## src/rtl/nx1_mgarb_pkg.sv

```systemverilog
// Shared definitions for the mem-side buffer port arbiter.
// Instruction bit positions, FSM state codes and port limits.
package nx1_mgarb_pkg;

  localparam int INSTR_RD     = 0;
  localparam int INSTR_NODATA = 2;
  localparam int NPORT_MAX    = 8;
  localparam int GW           = 3;

  typedef enum logic [1:0] {
    ST_IDLE,
    ST_ISSUE,
    ST_WDATA,
    ST_RDATA
  } state_t;

endpackage

```

## src/rtl/nx1_mgarb_rrsel.sv

```systemverilog
// Round-robin winner select with optional absolute priority for port 0.
// Scans upward from the port after the last grant, wrapping at NPORT.
module nx1_mgarb_rrsel
  import nx1_mgarb_pkg::*;
#(
  parameter int NPORT = 6,
  parameter bit PRIO0 = 1'b0
) (
  input  logic [NPORT-1:0] i_req,
  input  logic [GW-1:0]    i_last,
  output logic [GW-1:0]    o_win,
  output logic             o_vld
);

  logic [NPORT_MAX-1:0] w_req8;
  logic [GW:0]          w_idx;

  assign w_req8 = NPORT_MAX'(i_req);

  // Descending scan: the last hit written is the nearest one after i_last.
  always_comb begin
    o_win = '0;
    o_vld = 1'b0;
    w_idx = '0;
    if (PRIO0 && i_req[0]) begin
      o_win = '0;
      o_vld = 1'b1;
    end else begin
      for (int k = NPORT; k >= 1; k--) begin
        w_idx = {1'b0, i_last} + (GW+1)'(k);
        if (w_idx >= (GW+1)'(NPORT))
          w_idx = w_idx - (GW+1)'(NPORT);
        if (w_req8[w_idx[GW-1:0]]) begin
          o_win = w_idx[GW-1:0];
          o_vld = 1'b1;
        end
      end
    end
  end

endmodule

```

## src/rtl/nx1_mgarb.sv

```systemverilog
// Shares one cellular-RAM controller port among NPORT buffer ports.
// Grant is held from command issue until the last data beat.
module nx1_mgarb
  import nx1_mgarb_pkg::*;
#(
  parameter int NPORT = 6,
  parameter bit PRIO0 = 1'b0
) (
  input  logic                mem_clk,
  input  logic                mem_rst_n,
  input  logic [NPORT-1:0]    m_cmd_req,
  input  logic [3*NPORT-1:0]  m_cmd_instr,
  input  logic [6*NPORT-1:0]  m_cmd_bl,
  input  logic [30*NPORT-1:0] m_cmd_byte_addr,
  output logic [NPORT-1:0]    m_cmd_ack,
  input  logic [4*NPORT-1:0]  m_wr_mask,
  input  logic [32*NPORT-1:0] m_wr_data,
  output logic [NPORT-1:0]    m_wr_ack,
  output logic [NPORT-1:0]    m_rd_req,
  output logic [31:0]         m_rd_data,
  output logic                s_cmd_req,
  output logic [2:0]          s_cmd_instr,
  output logic [5:0]          s_cmd_bl,
  output logic [29:0]         s_cmd_byte_addr,
  input  logic                s_cmd_ack,
  output logic [3:0]          s_wr_mask,
  output logic [31:0]         s_wr_data,
  input  logic                s_wr_ack,
  input  logic                s_rd_req,
  input  logic [31:0]         s_rd_data,
  output logic                busy,
  output logic [2:0]          grant,
  output logic                stray_err
);

  state_t        r_state;
  logic [5:0]    r_cnt;
  logic [GW-1:0] r_grant;
  logic          r_cmd_req;
  logic [2:0]    r_instr;
  logic [5:0]    r_bl;
  logic [29:0]   r_addr;
  logic          r_stray;

  logic [GW-1:0] w_win;
  logic          w_vld;
  logic [2:0]    w_sel_instr;
  logic [5:0]    w_sel_bl;
  logic [29:0]   w_sel_addr;
  logic          w_in_issue;
  logic          w_in_wdata;
  logic          w_in_rdata;
  logic          w_stray;

  nx1_mgarb_rrsel #(
    .NPORT (NPORT),
    .PRIO0 (PRIO0)
  ) u_rrsel (
    .i_req  (m_cmd_req),
    .i_last (r_grant),
    .o_win  (w_win),
    .o_vld  (w_vld)
  );

  assign w_in_issue = (r_state == ST_ISSUE);
  assign w_in_wdata = (r_state == ST_WDATA);
  assign w_in_rdata = (r_state == ST_RDATA);
  assign w_stray    = (s_wr_ack && !w_in_wdata) ||
                      (s_rd_req && !w_in_rdata);

  always_comb begin
    w_sel_instr = '0;
    w_sel_bl    = '0;
    w_sel_addr  = '0;
    for (int i = 0; i < NPORT; i++) begin
      if (GW'(i) == w_win) begin
        w_sel_instr = m_cmd_instr[3*i +: 3];
        w_sel_bl    = m_cmd_bl[6*i +: 6];
        w_sel_addr  = m_cmd_byte_addr[30*i +: 30];
      end
    end
  end

  always_comb begin
    m_cmd_ack = '0;
    m_wr_ack  = '0;
    m_rd_req  = '0;
    s_wr_mask = '0;
    s_wr_data = '0;
    for (int i = 0; i < NPORT; i++) begin
      if (GW'(i) == r_grant) begin
        m_cmd_ack[i] = w_in_issue && s_cmd_ack;
        m_wr_ack[i]  = w_in_wdata && s_wr_ack;
        m_rd_req[i]  = w_in_rdata && s_rd_req;
        s_wr_mask    = m_wr_mask[4*i +: 4];
        s_wr_data    = m_wr_data[32*i +: 32];
      end
    end
  end

  always_ff @(posedge mem_clk or negedge mem_rst_n) begin
    if (!mem_rst_n) begin
      r_state   <= ST_IDLE;
      r_cnt     <= '0;
      r_grant   <= GW'(NPORT-1);
      r_cmd_req <= 1'b0;
      r_instr   <= '0;
      r_bl      <= '0;
      r_addr    <= '0;
      r_stray   <= 1'b0;
    end else begin
      if (w_stray)
        r_stray <= 1'b1;
      unique case (r_state)
        ST_IDLE: begin
          if (w_vld) begin
            r_instr   <= w_sel_instr;
            r_bl      <= w_sel_bl;
            r_addr    <= w_sel_addr;
            r_grant   <= w_win;
            r_cmd_req <= 1'b1;
            r_state   <= ST_ISSUE;
          end
        end
        ST_ISSUE: begin
          if (s_cmd_ack) begin
            r_cmd_req <= 1'b0;
            r_cnt     <= r_bl;
            if (r_instr[INSTR_NODATA])
              r_state <= ST_IDLE;
            else if (r_instr[INSTR_RD])
              r_state <= ST_RDATA;
            else
              r_state <= ST_WDATA;
          end
        end
        ST_WDATA: begin
          if (s_wr_ack) begin
            if (r_cnt == '0)
              r_state <= ST_IDLE;
            else
              r_cnt <= r_cnt - 6'd1;
          end
        end
        ST_RDATA: begin
          if (s_rd_req) begin
            if (r_cnt == '0)
              r_state <= ST_IDLE;
            else
              r_cnt <= r_cnt - 6'd1;
          end
        end
        default: r_state <= ST_IDLE;
      endcase
    end
  end

  assign s_cmd_req       = r_cmd_req;
  assign s_cmd_instr     = r_instr;
  assign s_cmd_bl        = r_bl;
  assign s_cmd_byte_addr = r_addr;
  assign m_rd_data       = s_rd_data;
  assign busy            = (r_state != ST_IDLE);
  assign grant           = r_grant;
  assign stray_err       = r_stray;

endmodule

```

## config.mk

```make
export PLATFORM = sky130hd
export DESIGN_NAME = nx1_mgarb
export DESIGN_NICKNAME = d
export VERILOG_FILES = /design/src/rtl/nx1_mgarb_pkg.sv /design/src/rtl/nx1_mgarb_rrsel.sv /design/src/rtl/nx1_mgarb.sv
export SDC_FILE = /design/constraint.sdc
export NUM_CORES = 1
export LEC_CHECK = 0
export ABC_AREA = 1
export CORE_AREA = 2 2 243 245
export CTS_BUF_LIST = sky130_fd_sc_hd__clkbuf_2
export DETAILED_ROUTE_END_ITERATION = 8
export DIE_AREA = 0 0 245 247
export PLACE_DENSITY = 0.36
export REMOVE_ABC_BUFFERS = 1
export SYNTH_ARGS = -nofsm -noshare
export SYNTH_HDL_FRONTEND = slang
export SYNTH_HIERARCHICAL = 1
export SYNTH_SLANG_ARGS = --single-unit
```

## constraint.sdc

```tcl
create_clock -name mem_clk -period 8.3 [get_ports mem_clk]
set_clock_uncertainty 0.15 [all_clocks]
set_input_delay 0.83 -clock mem_clk [delete_from_list [all_inputs] [get_ports mem_clk]]
set_output_delay 0.83 -clock mem_clk [all_outputs]
set_load 0.02 [all_outputs]
```

==> impl_metrics.toml <==
[outcome]
status = "finished clean"

[logic_synthesis]
synth_seq_cells = 52
synth-compound-area-share_pct = 10.69
synthTopCellsByArea = "nand2_1 (29%), dfrtp_1 (18%), nor2_1 (8.7%)"
yosys_warnings = 6
synth_simple_gate_area_share_pct = 51.88
synth_top_family_by_area = "simple AND/OR/NAND/NOR gates"
synth_top_area_share_pct = 29.19
synth_fa_ha_area_share_pct = 2.104
avgSynthCellArea_um2 = 5.248
synthMostInstantiatedCell = "nand2_1"
syn_area_um2 = 7137
synth_edf_count = 0
synth_seq_area_share_pct = 18.27
synth_area_leader_cell = "nand2_1"
async_reset_ff_share_pct = 100.0
synthXorXnorAreaFrac_pct = 0.1227
ys.flop_type = "dfrtp_1"
synthCells = 1360
ys_types = 34
synthMuxAreaShare_pct = 0.1403
synth_commonest_cells = "nand2_1 (555), nor2_1 (166), inv_1 (165), nand3_1 (86), a21oi_1 (69)"

[routing]
drtIter0Drc = 400
ant_nets = 0
remaining_drc_errors = 0
routed_via_density = 3.973
wirelength_um = 48260
drtPass1Iterations = 5
wl_per_cell_um = 18.45
vias = 10390

[finish]
final_layout_size_suffix_gt1_share_pct = 2.938
fin_nets = 2342
final_cell_area_um2 = 13320
syn2layout_area_growth_pct = 86.69

[power_and_ir_drop]
peakVddDrop_v = 0.0005566
p_leak_uw = 0.006092
powerDensity_nw_per_um2 = 498.2

[placed_design]
port_buffers = 559
gp_congestion = 0.8422
dpl.hpwl_um = 38060
post_dp_cell_area_um2 = 13270
pre_cts_slack_ns = 2.357

[floorplanning]
die_x_um = 245
rows = 89
initial_core_util_pct = 12.25
fp.dieArea_um2 = 60520
die-height_um = 247
design.core.area_um2 = 58240
ioPinCount = 624

[clock_tree]
cts_made_buffers = 5
cts-root-buf = "clkbuf_2"
htree_num_levels = 2
cts_tree = "built"
clock-sinks = 52
clkLatencyLatePin_ns = 0.58
cts_hold_buffers = 0
path_clk_slew_ns = 0.38
postCtsSetupRepairBufs = 0
clockBufferDepth = 2
cts_resized = 0

[worst_setup_path]
slowest_delay_ns = 1.04
cpMostUsedCell = "nand2_1"
critPathLaunchType = "register"
cp_cell_sequence = "inv_1 > ha_1 > inv_1 > nand3_1 > nand2_1 > nand2_1 > nand2_1 > nand3_2 > nand3_1 > nand3_1 > nand2_1 > nand2_1 > nand2_1 > nand2_1 > inv_2 > buf_4 > nand3_1 > o21ai_0 > nor2_1 > nand2_1 > nand2_1 > nand2_1"
rr_worst_depth = 22
path_max_fanout = 61
r2r_start = "grant[1]$_DFFE_PN0P_"
crit_arrival_ns = 6.08
required_ns = 8.67
r2r-end = "s_cmd_byte_addr[3]$_DFFE_PN0P_"
crit_path_end_kind = "register"
crit_type = "reg -> reg"
r2r_slack_ns = 2.59
slowest_stage = "nand3_1"

[timing]
finalCriticalPeriod_ns = 5.712
worst_slack_ns = 2.588
worst_pin_slew_ns = 1.220
rsz0062_at_grt = "false"
period_share_pct = 68.82
maxSlewHeadroom_pct = 18.49
finalSetupViolations = 0
max_freq_mhz = 175.1
drv_slew = 0
hold_violations = 0
setup_tns_ns = 0

[hold_path]
hold_class = "in -> async"

[run]
drv_cap = 0

[global_route]
grt_first_pass_wirelength_um = 68470
track_usage_pct = 15.04
grt_pass1_vias = 10640
grt_max_degree = 63
grt_antenna_before_repair = 9
gr-total-overflow = 0
[cell type report]
class | instances | area, µm²
Clock inverter | 1 | 8.758
Clock buffer | 7 | 35.03
Antenna cell | 4 | 10.01
Fill cell | 6698 | 44920
Tap cell | 773 | 967.2
Multi-Input combinational cell | 1038 | 4682
Inverter | 169 | 634.4
Sequential cell | 52 | 1304
Timing Repair Buffer | 571 | 5683
[cells by family after synthesis]
kind of cell,Yosys count
xor gates and xnor gates,1
adders and majority gates,12
buffers and inverters,270
DFF,52
muxes,1
and+or+nand+nor,888
AOI/OAI and AO/OA,136
[critical path: cells and delay by family (launching register included)]
family	cells	cell delay [ns]
adders and majority gates	1	0.40
and+or+nand+nor	16	2.53
DFF	1	0.86
buffers and inverters	4	1.24
AOI/OAI and AO/OA	1	0.49
[registers in the layout (all words and copies together) (netlist names)]
register,cells
s_cmd_byte_addr,30
r_cnt,6
s_cmd_bl,6
grant,3
s_cmd_instr,3
r_state,2
s_cmd_req,1
stray_err,1
[layer usage]
| metal | track usage (%) | up-vias | routed length, µm |
|---|---|---|---|
| met5 | 0.2451 | - | 68 |
| met4 | 2.905 | 10 | 591 |
| met3 | 5.698 | 34 | 4857 |
| met2 | 27.26 | 452 | 23690 |
| met1 | 16.70 | 4732 | 19050 |
| li1 | - | 5161 | - |
[per-stage QoR]
step	hold slack [ns]	instances	power, µW	utilization [%]
floorplan	0.2927	1259	4122	-
global placement	0.3027	2603	6629	22.79
detailed placement	0.3033	2603	6651	22.79
CTS	0.06988	2611	6830	22.86
global route	0.1061	2614	7421	22.87
finish	0.1094	2615	6638	22.88
[worst max-delay path by stage]
stage,start,end,cells after the start
floorplan,grant[1]$_DFFE_PN0P_,s_cmd_bl[0]$_DFFE_PN0P_,16
global placement,grant[1]$_DFFE_PN0P_,s_cmd_byte_addr[3]$_DFFE_PN0P_,22
detailed placement,grant[1]$_DFFE_PN0P_,s_cmd_byte_addr[13]$_DFFE_PN0P_,22
CTS,grant[1]$_DFFE_PN0P_,s_cmd_byte_addr[3]$_DFFE_PN0P_,22
global route,grant[1]$_DFFE_PN0P_,s_cmd_bl[2]$_DFFE_PN0P_,22
finish,grant[1]$_DFFE_PN0P_,s_cmd_byte_addr[3]$_DFFE_PN0P_,22
[power by group]
group,switching [µW],internal [µW]
clock network,111,23.9
registers,139,405
logic,4010,1950
[cells in the final DEF, fill, tap and decap left out, drive strengths merged]
cell type	n
diode	4
xor2	1
buf	13
nand2	561
inv	169
a21boi	1
o211ai	17
nand4	57
or2	1
a21oi	69
dfstp	2
nand3b	6
clkdlybuf4s50	558
o21ai	46
dfrtp	50
clkinv	1
a31oi	1
clkbuf	7
mux2i	1
nor3	9
nand3	88
o21a	1
ha	12
nor2	166
o221ai	1
(Power assumes the default switching activity.)
